[src/rtl/div_pkg.sv]
// Shared types and constants for the sequential restoring divider.
// Default widths match the 4x4 multiplier product it inverts.
package div_pkg;

  localparam int DW = 8;
  localparam int VW = 4;

  typedef enum logic [1:0] {
    IDLE,
    RUN,
    DONE
  } div_state_e;

  localparam logic [DW-1:0] DBZ_QUOTIENT = '1;

endpackage

[src/rtl/div_trial_sub.sv]
// One restoring-division step: shift in the next dividend bit and try to
// subtract the divisor, restoring the shifted remainder on borrow.
module div_trial_sub #(
  parameter int VW = 4
) (
  input  logic [VW:0]   rem,
  input  logic          din,
  input  logic [VW-1:0] divisor,
  output logic [VW:0]   rem_next,
  output logic          qbit
);

  logic [VW:0]   shifted;
  logic [VW+1:0] diff;
  logic          borrow;

  // A set top remainder bit means the shifted value already exceeds any divisor.
  always_comb begin
    shifted  = {rem[VW-1:0], din};
    diff     = {1'b0, shifted} - {2'b00, divisor};
    borrow   = diff[VW+1] & ~rem[VW];
    qbit     = ~borrow;
    rem_next = borrow ? shifted : diff[VW:0];
  end

endmodule

[src/rtl/seq_restoring_divider.sv]
// Iterative unsigned restoring divider: one quotient bit per clock with
// valid/ready handshakes on operands and result.
module seq_restoring_divider #(
  parameter int DW = div_pkg::DW,
  parameter int VW = div_pkg::VW,
  parameter int CW = $clog2(DW + 1)
) (
  input  logic          clk,
  input  logic          rst,
  input  logic          in_valid,
  output logic          in_ready,
  input  logic [DW-1:0] dividend,
  input  logic [VW-1:0] divisor,
  output logic          out_valid,
  input  logic          out_ready,
  output logic [DW-1:0] quotient,
  output logic [VW-1:0] remainder,
  output logic          div_by_zero
);

  import div_pkg::*;

  div_state_e    state;
  logic [DW-1:0] q;
  logic [VW-1:0] d;
  logic [VW:0]   r;
  logic [CW-1:0] count;
  logic [VW:0]   r_next;
  logic          q_bit;

  div_trial_sub #(.VW(VW)) trial (
    .rem      (r),
    .din      (q[DW-1]),
    .divisor  (d),
    .rem_next (r_next),
    .qbit     (q_bit)
  );

  assign in_ready = (state == IDLE);

  // Result registers are loaded on the final RUN step so DONE only has to hold them.
  always_ff @(posedge clk or posedge rst) begin
    if (rst) begin
      state       <= IDLE;
      q           <= '0;
      d           <= '0;
      r           <= '0;
      count       <= '0;
      out_valid   <= 1'b0;
      quotient    <= '0;
      remainder   <= '0;
      div_by_zero <= 1'b0;
    end else begin
      case (state)
        IDLE: begin
          if (in_valid) begin
            q <= dividend;
            d <= divisor;
            r <= '0;
            if (divisor == '0) begin
              state       <= DONE;
              out_valid   <= 1'b1;
              quotient    <= DBZ_QUOTIENT;
              remainder   <= '0;
              div_by_zero <= 1'b1;
            end else begin
              state <= RUN;
              count <= CW'(DW);
            end
          end
        end
        RUN: begin
          r     <= r_next;
          q     <= {q[DW-2:0], q_bit};
          count <= count - CW'(1);
          if (count == CW'(1)) begin
            state       <= DONE;
            out_valid   <= 1'b1;
            quotient    <= {q[DW-2:0], q_bit};
            remainder   <= r_next[VW-1:0];
            div_by_zero <= 1'b0;
          end
        end
        DONE: begin
          if (out_ready) begin
            state     <= IDLE;
            out_valid <= 1'b0;
          end
        end
        default: state <= IDLE;
      endcase
    end
  end

endmodule
[config.mk]
export PLATFORM = sky130hd
export DESIGN_NAME = seq_restoring_divider
export DESIGN_NICKNAME = d
export VERILOG_FILES = /design/src/rtl/div_pkg.sv /design/src/rtl/div_trial_sub.sv /design/src/rtl/seq_restoring_divider.sv
export SDC_FILE = /design/constraint.sdc
export NUM_CORES = 1
export LEC_CHECK = 0
export ABC_AREA = 1
export CORE_MARGIN = 1.5
export CORE_UTILIZATION = 46
export DETAILED_ROUTE_END_ITERATION = 7
export PLACE_DENSITY = 0.7
export SYNTH_ARGS = -nofsm -noshare
export SYNTH_HDL_FRONTEND = slang
export SYNTH_HIERARCHICAL = 1
export SYNTH_SLANG_ARGS = --single-unit
[constraint.sdc]
create_clock -name clk -period 2.3 [get_ports clk]
set_input_delay 0.23 -clock clk [delete_from_list [all_inputs] [get_ports clk]]
set_output_delay 0.23 -clock clk [all_outputs]
set_load 0.03 [all_outputs]
==> parameters.txt <==
Parameter                              Value

Timing
  Shortest period the worst path allows ... 1.94 ns
  Final count of negative-setup-slack endpoints ... 0
  Total negative slack ... 0 ns
  Final count of pins violating max slew ... 0
  Clock tree skew after final layout ... 0.00412 ns
  Worst hold slack ... 0.347 ns
  Final Hold Violating Endpoints ... 0
  Crit path setup slack, layout ... 0.356 ns
  Final Cycle Share ... 0.845
  Relative slew margins ... 0.689
  Fmax achieved ... 514 MHz
  Setup repair after global routing missed its margin ... no
  Slew @ Worst Pin ... 0.467 ns

Power
  Maximum vdd drop ... 863 µV
  P_int ... 2020 µW
  Leakage power of the design ... 0.00119 µW
  Part of the total power dissipated in the clock network ... 0.125
  Switching Fraction ... 0.462
  Power spent charging and discharging nets ... 1730 µW
  Cell area power density ... 1570 nW/µm²
  Proportion of power drawn by flip-flops and latches ... 0.306
  Share of total power in combinational logic ... 0.569

Synth
  Largest area contributor in the netlist ... dfrtp_1
  Number of nets in the synthesized netlist ... 250
  Most used flip-flop cell after synthesis ... dfrtp_1
  Post-synthesis register bit count ... 37
  Share of the synthesized area in the top cell type ... 0.476
  Adder and majority cell fraction of the synthesized area ... 0.0488
  Post-Synth Simple-Gate Area ... 0.246
  Commonest cells post-synth ... 61 x nand2_1, 37 x dfrtp_1, 26 x inv_1, 26 x nor2_1, 13 x o21ai_2
  Average cell area after synthesis ... 8.58 µm²
  Sequential fraction of the synthesis area ... 0.476
  Dominant combinational cell family by area after synthesis ... simple AND/OR/NAND/NOR gates
  Fraction of the mapped netlist area in compound gates ... 0.121
  Leading post-synthesis cells by cell area ... dfrtp_1 48%, nand2_1 12%, o21ai_2 5.8%, inv_1 5.0%, nor2_1 5.0%
  Share of synthesized registers carrying an async set or reset ... 1.00
  Synthesized netlist cell count ... 227
  Parity-gate share of the synthesized area counting xor and xnor cells ... 0.00450
  Number of distinct library cells after synthesis ... 27
  Synthesis warning total ... 6
  Syn Std Cell Area ... 1950 µm²
  Multiplexer share of the synthesized area ... 0.0231
  Most numerous cell in the Yosys netlist ... nand2_1
  Number of enable flip-flop cells after synthesis ... 0

Place
  Post-Place Worst Slack ... 0.578 ns
  Dpl cells ... 305
  PortBufs ... 30
  Last weighted congestion value of the routability-driven placer ... 0.782
  HPWL after detailed placement ... 2.67 mm

CTS
  TritonCTS clock tree ... done
  Cts repair resizes ... 0
  Master cell of the clock root buffer ... clkbuf_8
  Maximum level of the CTS H-tree ... 2
  Post-CTS clock slew at the launch and capture registers of the worst setup and hold paths ... 0.07 ns
  TritonCTS buffer count ... 5
  CTS sink cnt ... 37
  Insertion delay of the later-clocked pin in the worst-skew pair ... 0.28 ns
  Number of post-CTS setup repair buffers ... 0
  Deepest clock path buffer count ... 2
  Number of hold buffers added after cts ... 0

Run status
  Run status ... complete, no violations

Drt
  Initial DRC count ... 112
  DRC ... 0
  Total via count in the routed design ... 1482
  Routed wire length per instance ... 11.7 µm
  Number of vias per cell ... 4.73
  Number of routed nets with antenna violations ... 0
  Number of search-and-repair iterations in the first detailed-routing pass ... 4
  Overall routed net length ... 3.66 mm

Global routing
  Number of antenna violations at the first check in global routing ... 0
  Met3 track utilization from global routing ... 0.0493
  Vias in the first global route ... 1436
  Met2 GRT Util ... 0.306
  Maximum number of pins on one net before global-route repair ... 38
  First-pass GRT wire length ... 6.40 mm
  Total overflow reported by the global router ... 0
  GRT busiest layer ... met2
  Global-route track usage on met1 ... 0.241
  Total routing resource utilization after global routing ... 0.187

Floorplan
  Placement Rows ... 23
  DIE HEIGHT ... 68.1 µm
  Starting Density ... 0.483
  Die outline area ... 4630 µm²
  Core Region ... 4030 µm²
  Horizontal extent of the die ... 68.1 µm
  Top-level I/O count ... 31

Setup path
  Worst-path maximum fanout ... 5
  Setup crit end kind ... output port
  Crit path required time ... 2.07 ns
  Critical path arrival ... 1.71 ns
  Reg2reg setup slack ... 0.57 ns
  Critical path startpoint category ... register
  Crit Path Category ... register to output port

Finish
  Final antenna diode count ... 0
  Non-filler instance count after layout ... 313
  Utilization after layout ... 0.593
  Net count reported at finish ... 285
  Fraction of layout cells with a size suffix above 1 ... 0.163
  Layout Area Growth over Synthesis ... 22.8%

Run
  Max-cap check violation count ... 0

Min path
  Worst Hold Class ... input pin to async pin
## registers in the layout, summed over array words and instances, names as in the netlist
register,flops
remainder,4
d,4
quotient,8
count,4
q,8
state,2
r,5
div_by_zero,1
out_valid,1
## kinds of logic (layout without fill, tap and decap cells)
group           Yosys count  after routing
xor+xnor                  1              1
mux                       4              4
fa+ha+maj                 7              7
compound gates           33             33
buf+inv                  37             73
flops                    37             37
simple gates            108            108
## path summary, 6_finish.rpt
check	start	depth (start not counted)	to
worst max-delay path	state[1]	2	in_ready
worst max register to register	q[7]	11	r[4]
min in group clk	remainder[0]	2	remainder[0]
max in group asynchronous	rst	3	r[2]
worst min-delay path	rst	3	d[2]
worst min register to register	remainder[0]	2	remainder[0]
## stage by stage
| step | power, µW | cell area (µm²) |
|---|---|---|
| detailed placement | 3320 | 2290 |
| global placement | 3270 | 2290 |
| CTS | 3810 | 2390 |
| global route | 4120 | 2390 |
| floorplan | 2790 | 1950 |
| finish | 3750 | 2390 |
## cell usage in the layout (no fill, tap or decap), types with 3 or more instances in the layout
master / instances
inv_2: 6
buf_4: 3
nor2_1: 26
clkbuf_8: 6
mux2_2: 4
o21ai_0: 12
clkdlybuf4s50_1: 30
inv_1: 26
dfrtp_1: 37
nand3_1: 10
o21ai_2: 13
ha_1: 6
nand2_1: 61
## cell type report
type                            count  area, µm²
Clock buffer                        6       82.6
Sequential cell                    37        926
Fill cell                         383       1640
Multi-Input combinational cell    153        863
Inverter                           32        120
Timing Repair Buffer               33        323
Tap cell                           50       62.6
Clock inverter                      2       13.8
## power by group through the flow
stage                     registers (µW)  logic [µW]  clock network (µW)
after floorplan                     1330        1460                   0
after global placement              1150        2120                   0
after detailed placement            1160        2160                   0
after CTS                           1150        2180                 484
after global routing                1190        2420                 514
final                               1150        2140                 471
## critical path, stage by stage (launching register included)
cell	delay (ns)
dfrtp_1	0.46
nor2_2	0.25
clkdlybuf4s50_1	0.72
## metal layers
layer,vias to the layer above,routed length (µm)
met5,-,0
met4,0,54
met3,4,100
met2,20,1760
met1,673,1750
li1,785,-
No activity file was read; power rests on OpenSTA's default activity.
